`src/rtl/casex_match_seq.sv`:
```
// casex_match_seq
//
// Purpose:
//   Classifies a sampled value against a small table of masked patterns, the
//   way a casex statement with x-wildcards would. The lowest-numbered matching
//   pattern wins. A match starts a fixed-latency sequence. The pattern's result
//   code appears on value_out PRE_DLY edges after the sample. The block then
//   holds for POST_DLY edges before it can sample again. Samples that match no
//   pattern are counted in a saturating miss counter.
//
// Ports:
//   clk        in   sole clock, rising edge
//   reset      in   asynchronous, active-high reset
//   en         in   sampling enable, only looked at while idle
//   clr        in   synchronous abort back to idle (highest priority)
//   value_in   in   [WIDTH]        value to classify
//   pat_val    in   [NPAT*WIDTH]   pattern values, pattern i at [i*WIDTH +: WIDTH]
//   pat_care   in   [NPAT*WIDTH]   care masks, 1 = compare bit, 0 = wildcard
//   pat_code   in   [NPAT*OUTW]    result code per pattern
//   value_out  out  [OUTW]         registered result code
//   done       out  one-cycle pulse on the cycle value_out updates
//   busy       out  high while a sample is in flight (PRE or POST)
//   hit_idx    out  [IDXW]         index of the latched matching pattern
//   miss_cnt   out  [8]            saturating count of no-match samples

module casex_match_seq #(
    parameter int WIDTH    = 4,
    parameter int NPAT     = 3,
    parameter int OUTW     = 4,
    parameter int PRE_DLY  = 3,
    parameter int POST_DLY = 3,
    localparam int IDXW    = (NPAT > 1) ? $clog2(NPAT) : 1
) (
    input  logic                    clk,
    input  logic                    reset,
    input  logic                    en,
    input  logic                    clr,
    input  logic [WIDTH-1:0]        value_in,
    input  logic [NPAT*WIDTH-1:0]   pat_val,
    input  logic [NPAT*WIDTH-1:0]   pat_care,
    input  logic [NPAT*OUTW-1:0]    pat_code,
    output logic [OUTW-1:0]         value_out,
    output logic                    done,
    output logic                    busy,
    output logic [IDXW-1:0]         hit_idx,
    output logic [7:0]              miss_cnt
);

    // The single down-counter serves both phases, so it is sized for the longer one.
    localparam int MAXD = (PRE_DLY > POST_DLY) ? PRE_DLY : POST_DLY;
    localparam int CNTW = $clog2(MAXD + 1);

    localparam logic [1:0] S_IDLE = 2'd0;
    localparam logic [1:0] S_PRE  = 2'd1;
    localparam logic [1:0] S_POST = 2'd2;

    logic [1:0]      state_q, state_d;
    logic [CNTW-1:0] cnt_q, cnt_d;
    logic [OUTW-1:0] code_q, code_d;
    logic [OUTW-1:0] value_q, value_d;
    logic            done_q, done_d;
    logic [IDXW-1:0] idx_q, idx_d;
    logic [7:0]      miss_q, miss_d;

    logic            anyHit;
    logic [IDXW-1:0] hitIdx;
    logic [OUTW-1:0] hitCode;

    // Pattern lookup. The loop walks from the highest index down, so a lower
    // matching index overwrites a higher one. This gives casex item-order priority.
    always_comb begin
        anyHit  = 1'b0;
        hitIdx  = '0;
        hitCode = '0;
        for (int i = NPAT - 1; i >= 0; i--) begin
            if (((value_in ^ pat_val[i*WIDTH +: WIDTH]) & pat_care[i*WIDTH +: WIDTH]) == '0) begin
                anyHit  = 1'b1;
                hitIdx  = IDXW'(i);
                hitCode = pat_code[i*OUTW +: OUTW];
            end
        end
    end

    // Sequencer. clr overrides everything, including a sample in the same cycle
    // and a PRE completion. The counter only decrements while it is above 1,
    // so it can never wrap.
    always_comb begin
        state_d = state_q;
        cnt_d   = cnt_q;
        code_d  = code_q;
        value_d = value_q;
        done_d  = 1'b0;
        idx_d   = idx_q;
        miss_d  = miss_q;

        if (clr) begin
            state_d = S_IDLE;
            cnt_d   = '0;
        end else begin
            case (state_q)
                S_IDLE: begin
                    if (en) begin
                        if (anyHit) begin
                            code_d  = hitCode;
                            idx_d   = hitIdx;
                            cnt_d   = CNTW'(PRE_DLY);
                            state_d = S_PRE;
                        end else if (miss_q != 8'hFF) begin
                            miss_d = miss_q + 8'd1;
                        end
                    end
                end
                S_PRE: begin
                    if (cnt_q <= CNTW'(1)) begin
                        value_d = code_q;
                        done_d  = 1'b1;
                        cnt_d   = CNTW'(POST_DLY);
                        state_d = S_POST;
                    end else begin
                        cnt_d = cnt_q - CNTW'(1);
                    end
                end
                S_POST: begin
                    if (cnt_q <= CNTW'(1)) begin
                        cnt_d   = '0;
                        state_d = S_IDLE;
                    end else begin
                        cnt_d = cnt_q - CNTW'(1);
                    end
                end
                default: begin
                    state_d = S_IDLE;
                    cnt_d   = '0;
                end
            endcase
        end
    end

    // State registers. Reset clears every visible output, so a sample that is
    // still in flight is dropped with no done pulse.
    always_ff @(posedge clk or posedge reset) begin
        if (reset) begin
            state_q <= S_IDLE;
            cnt_q   <= '0;
            code_q  <= '0;
            value_q <= '0;
            done_q  <= 1'b0;
            idx_q   <= '0;
            miss_q  <= '0;
        end else begin
            state_q <= state_d;
            cnt_q   <= cnt_d;
            code_q  <= code_d;
            value_q <= value_d;
            done_q  <= done_d;
            idx_q   <= idx_d;
            miss_q  <= miss_d;
        end
    end

    assign value_out = value_q;
    assign done      = done_q;
    assign busy      = (state_q != S_IDLE);
    assign hit_idx   = idx_q;
    assign miss_cnt  = miss_q;

endmodule
```
`config.mk`:
```
export PLATFORM = sky130hd
export DESIGN_NAME = casex_match_seq
export DESIGN_NICKNAME = d
export VERILOG_FILES = /design/src/rtl/casex_match_seq.sv
export SDC_FILE = /design/constraint.sdc
export NUM_CORES = 1
export LEC_CHECK = 0
export CAP_MARGIN = 20
export CORE_MARGIN = 3
export CORE_UTILIZATION = 41
export CTS_CLUSTER_SIZE = 25
export DETAILED_ROUTE_END_ITERATION = 6
export HOLD_SLACK_MARGIN = 0.05
export PLACE_DENSITY = 0.84
export SETUP_SLACK_MARGIN = 0.05
export SYNTH_ARGS = -nofsm -noshare
export SYNTH_HDL_FRONTEND = slang
export SYNTH_SLANG_ARGS = --single-unit
```
`constraint.sdc`:
```
create_clock -name clk -period 2.6 [get_ports clk]
set_clock_uncertainty 0.15 [all_clocks]
set_input_delay 0.52 -clock clk [delete_from_list [all_inputs] [get_ports clk]]
set_output_delay 0.52 -clock clk [all_outputs]
set_load 0.005 [all_outputs]
```
## After elaboration in Yosys (flattened, before gate mapping)

Index checks and enable logic that the tools add are counted.

| storage, ports and cells | value |
|---|---|
| bits in registers | 23 |
| input port bits | 44 |
| output and inout bits | 16 |
| logic and storage cells | 59 |

| cells by class | value |
|---|---|
| add/sub/neg operators | 2 |
| $lt $le $gt $ge | 1 |
| equality and inequality tests | 7 |
| multiplexer cells | 24 |
| bitwise logic cells | 8 |
| reductions and logical operators | 10 |

Operators by type and width:

| cell | count |
|---|---|
| $mux 2 | 13 |
| $and 4x4->4 | 3 |
| $logic_not 4->1 | 3 |
| $mux 4 | 3 |
| $ne 3x3->1 const B | 4 |
| $pmux 2 s3 | 2 |
| $xor 4x4->4 | 3 |
| $add 8x1->8 const B | 1 |
| $ne 8x8->1 const B | 1 |
| $reduce_and 4->1 | 2 |
| $mux 1 | 6 |
| $reduce_and 5->1 | 1 |
| $reduce_and 3->1 | 1 |
| $eq 2x1->1 const B | 1 |
| $eq 2x2->1 const B | 1 |
| $le 2x1->1 const B | 1 |
| $logic_not 2->1 | 1 |
| $not 1->1 | 2 |
| $reduce_and 2->1 | 1 |
| $reduce_bool 2->1 | 1 |
| $sub 2x1->2 const B | 1 |

## Logic depth before layout (Yosys ltp)

| logic depth | value |
|---|---|
| depth after elaboration | 10 |
| depth in mapped cells | 7 |
| mapped depth without buffers | 6 |

## Worst setup path after synthesis

Ideal clock, no wire load.

| timing | value |
|---|---|
| path kind | input-to-reg |
| start point | in value_in[2] |
| end point | reg code_q[0] |
| setup time | 0.125 ns |
| arrival time | 1.799 ns |
| data required time | 2.325 ns |
| slack | 0.526 ns |
| stages | 7 |
| path buffers | 1 |
| cell sequence | xor2_1 -> a22o_1 -> a221oi_2 -> a211oi_2 -> buf_6 -> nor2_8 -> mux2_4 |

| between the ends | value |
|---|---|
| longest elaborated chain between the ends | 7 |
| elaborated cells on any way between the ends | 16 |

Ends and longest elaborated chain:

| what | RTL line | text |
|---|---|---|
| from (decl) | 38 | `input logic [WIDTH-1:0] value_in,` |
| $xor 4x4->4 | 76 | `if (((value_in ^ pat_val[i*WIDTH +: WIDTH]) & pat_care[i*WIDTH +: WIDTH]) == '0) begin` |
| $and 4x4->4 | 76 |  |
| $logic_not 4->1 | 76 |  |
| $mux 1 (3 in a row) | 76 |  |
| $reduce_and 4->1 (no line) | -- |  |
| to (signal assigned) | 153 | `code_q <= code_d;` |
| to (decl) | 59 | `logic [OUTW-1:0] code_q, code_d;` |

Several ways; a longest one is shown, not always the timed one.
A chain may end at the register's enable or synchronous reset.

## Worst setup path after layout

| timing | value |
|---|---|
| start point | in value_in[2] |
| end point | reg code_q[2] |

Same word-level chain as after synthesis.

==> results.sh <==
export IMPL_status="complete, no violations"
export IMPL_finalMaxSlewViolations=0
export IMPL_final_core_util=0.668
export IMPL_initial_core_util=0.435
export IMPL_grt_pass1_vias=1208
export IMPL_critPathMaxStageDelay_ps=470
export IMPL_clock_sinks=23
export IMPL_cts_buffers=3
export IMPL_slew_headroom=0.769
export IMPL_dpl_hpwl_mm=2.69
export IMPL_crit_arrival_ps=2400
export IMPL_drive_above_1_share=0.169
export IMPL_rsz0062_at_grt="no"
export IMPL_tightest_slew_ps=346
export IMPL_synthAdderAreaFrac=0.00927
export IMPL_wirelength_mm=3.22
export IMPL_cts_clk_slew_worst_paths_ps=120
export IMPL_power_leakage_nw=0.927
export IMPL_gr_total_overflow=0
export IMPL_synth_top_area_frac=0.426
export IMPL_critPathSlowestCell="clkdlybuf4s50_1"
export IMPL_h_tree_depth=1
export IMPL_path_cells="clkdlybuf4s50_1 > xor2_1 > a22o_1 > a221oi_2 > a211oi_2 > buf_4 > nor2_8 > mux2_4"
export IMPL_synth_edf_count=0
export IMPL_ys_seq_area_frac=0.426
export IMPL_grt_max_degree=24
export IMPL_synthCells=125
export IMPL_postSynthAreaPerCell_um2=10.8
export IMPL_synth_top_family_by_area="simple AND/OR/NAND/NOR gates"
export IMPL_routabilityCongestion=0.784
export IMPL_final_period_utilization=0.903
export IMPL_grt_first_pass_wirelength_mm=5.53
export IMPL_hp_class="register to register"
export IMPL_end_kind="register"
export IMPL_async_flop_share=1.00
export IMPL_drt_first_pass_iters=4
export IMPL_antenna_found_initial=0
export IMPL_nets=241
export IMPL_initialDrtViolationCount=60
export IMPL_timing_fmax_mhz=426
export IMPL_post_drt_via_cell_ratio=4.96
export IMPL_totalPowerFinal_mw=1.20
export IMPL_muxShareOfSynthArea=0.106
export IMPL_core_area_um2=3100
export IMPL_rows=20
export IMPL_powerDensity_nw_per_um2=578
export IMPL_yosysTopAreaCell="dfrtp_1"
export IMPL_reg2regPathDepth=6
export IMPL_worstPathRequired_ps=2650
export IMPL_synth_simple_area_share=0.157
export IMPL_worstPathMaxFanout=4
export IMPL_maxCapViolCount=0
export IMPL_fin_tns_setup_ps=0
export IMPL_yosys_warnings=0
export IMPL_cts_tree="done"
export IMPL_die_width_um=63.4
export IMPL_synthTopCellsByArea="dfrtp_1 (43%), xor2_1 (7.8%), mux2_4 (5.6%)"
export IMPL_drc=0
export IMPL_syn_nets=170
export IMPL_pin_count=60
export IMPL_route_vias_total=1185
export IMPL_synth_commonest_cells="dfrtp_1 (23), inv_1 (12), xor2_1 (12)"
export IMPL_synth_compound_area_share=0.137
export IMPL_critPathKind="primary input to register"
export IMPL_clk_path_buf_depth=2
export IMPL_ys_ff_latch=23
export IMPL_antenna_cells=0
export IMPL_dp_cells=235
export IMPL_yosys_area_share_xor_xnor=0.123
export IMPL_wl_per_cell_um=13.5
export IMPL_synth_cell_types=33
export IMPL_peakVddDrop_uv=329
export IMPL_grtUsageTotal=0.170
export IMPL_post_cts_setup_buffer_count=0
export IMPL_worstSetupStartpointType="primary input"
export IMPL_hold_viol_final=0
export IMPL_dieArea_um2=4020
export IMPL_syn_cell_area_um2=1350
export IMPL_io_buffers=59
export IMPL_period_minus_slack_ps=2350
export IMPL_cts_root_buf="clkbuf_4"
export IMPL_finalNonFillerCells=239
export IMPL_cts_resized=0
export IMPL_area_growth_pct=53.5
export IMPL_ant_nets=0
export IMPL_die_y_um=63.4
export IMPL_synth_main_ff_cell="dfrtp_1"
export IMPL_hold_slack_ps=355
export IMPL_fillers=266
export IMPL_clock_latency_ps=310
export IMPL_finalSetupViolations=0
export IMPL_synth_most_common_cell="dfrtp_1"
export IMPL_holdPathStages=1
export IMPL_cts_hold_buffers=0
==> worst max-delay path, delay by kind of cell <==
family / cells / cell delay [ps]
buffers and inverters: 2 / 650
AO/OA/AOI/OAI: 3 / 580
XOR/XNOR: 1 / 190
AND/OR/NAND/NOR: 1 / 140
multiplexers: 1 / 310
==> sequential cells by signal, indices dropped and copies added (netlist names) <==
register   count
hit_idx        2
miss_cnt       8
value_out      4
done           1
state_q        2
code_q         4
cnt_q          2
==> cells in the final DEF, fill, tap and decap left out, types with 3 or more instances in the layout <==
cell type,instances
a21oi_1,5
a22oi_1,4
and3_1,4
buf_4,8
clkbuf_4,3
clkdlybuf4s50_1,59
dfrtp_1,23
inv_1,12
mux2_2,6
mux2_4,5
nand2_1,8
nand3_1,5
nand4_1,3
nor2_1,6
o21ai_0,3
o221ai_1,4
xnor2_1,7
xor2_1,12
==> where the power goes <==
part | switching [mW] | internal, mW
Sequential | 0.0789 | 0.456
Combinational | 0.174 | 0.329
Clock | 0.104 | 0.0574
Total | 0.356 | 0.842
==> area by class of cell <==
cell class | count | area [µm²] | share of cell area
clock buffers | 3 | 22.5 | 0.0109
clock inverters | 1 | 5.00 | 0.00242
inverters | 12 | 45.0 | 0.0217
multi-input cells | 89 | 718 | 0.347
flip-flops and latches | 23 | 576 | 0.278
well taps | 44 | 55.1 | 0.0266
repair buffers | 67 | 651 | 0.314
==> routing by layer <==
| layer | global-route usage | up-vias | share of wire |
|---|---|---|---|
| li1 | - | 579 | - |
| met1 | 0.209 | 580 | 0.42 |
| met2 | 0.305 | 24 | 0.53 |
| met3 | 0.0446 | 2 | 0.040 |
| met4 | 0.0243 | 0 | 0.0065 |
| met5 | 0 | - | 0 |
==> stage by stage <==
| step | setup WS, ps | area (µm²) |
|---|---|---|
| 2_1_floorplan | 526 | 1350 |
| 3_3_place_gp | -10.9 | 2040 |
| 3_5_place_dp | -73.0 | 2040 |
| 4_1_cts | 259 | 2070 |
| 5_1_grt | 162 | 2070 |
| 6_report | 253 | 2070 |
==> worst paths after layout <==
kind | from | end | slack [ps]
max reg2reg | state_q[1] | miss_cnt[1] | 580
max | value_in[2] | code_q[2] | 250
min in group asynchronous | reset | miss_cnt[6] | 390
min reg2reg | miss_cnt[4] | miss_cnt[4] | 350
max in group asynchronous | reset | code_q[1] | 1680
min | miss_cnt[4] | miss_cnt[4] | 350
==> cells by family after synthesis <==
group / Yosys count
AND/OR/NAND/NOR: 35
AO/OA/AOI/OAI: 23
adder cells (fa/ha/maj): 1
buffers and inverters: 13
flip-flops: 23
XOR/XNOR: 19
multiplexers: 11
(Power assumes the default switching activity.)
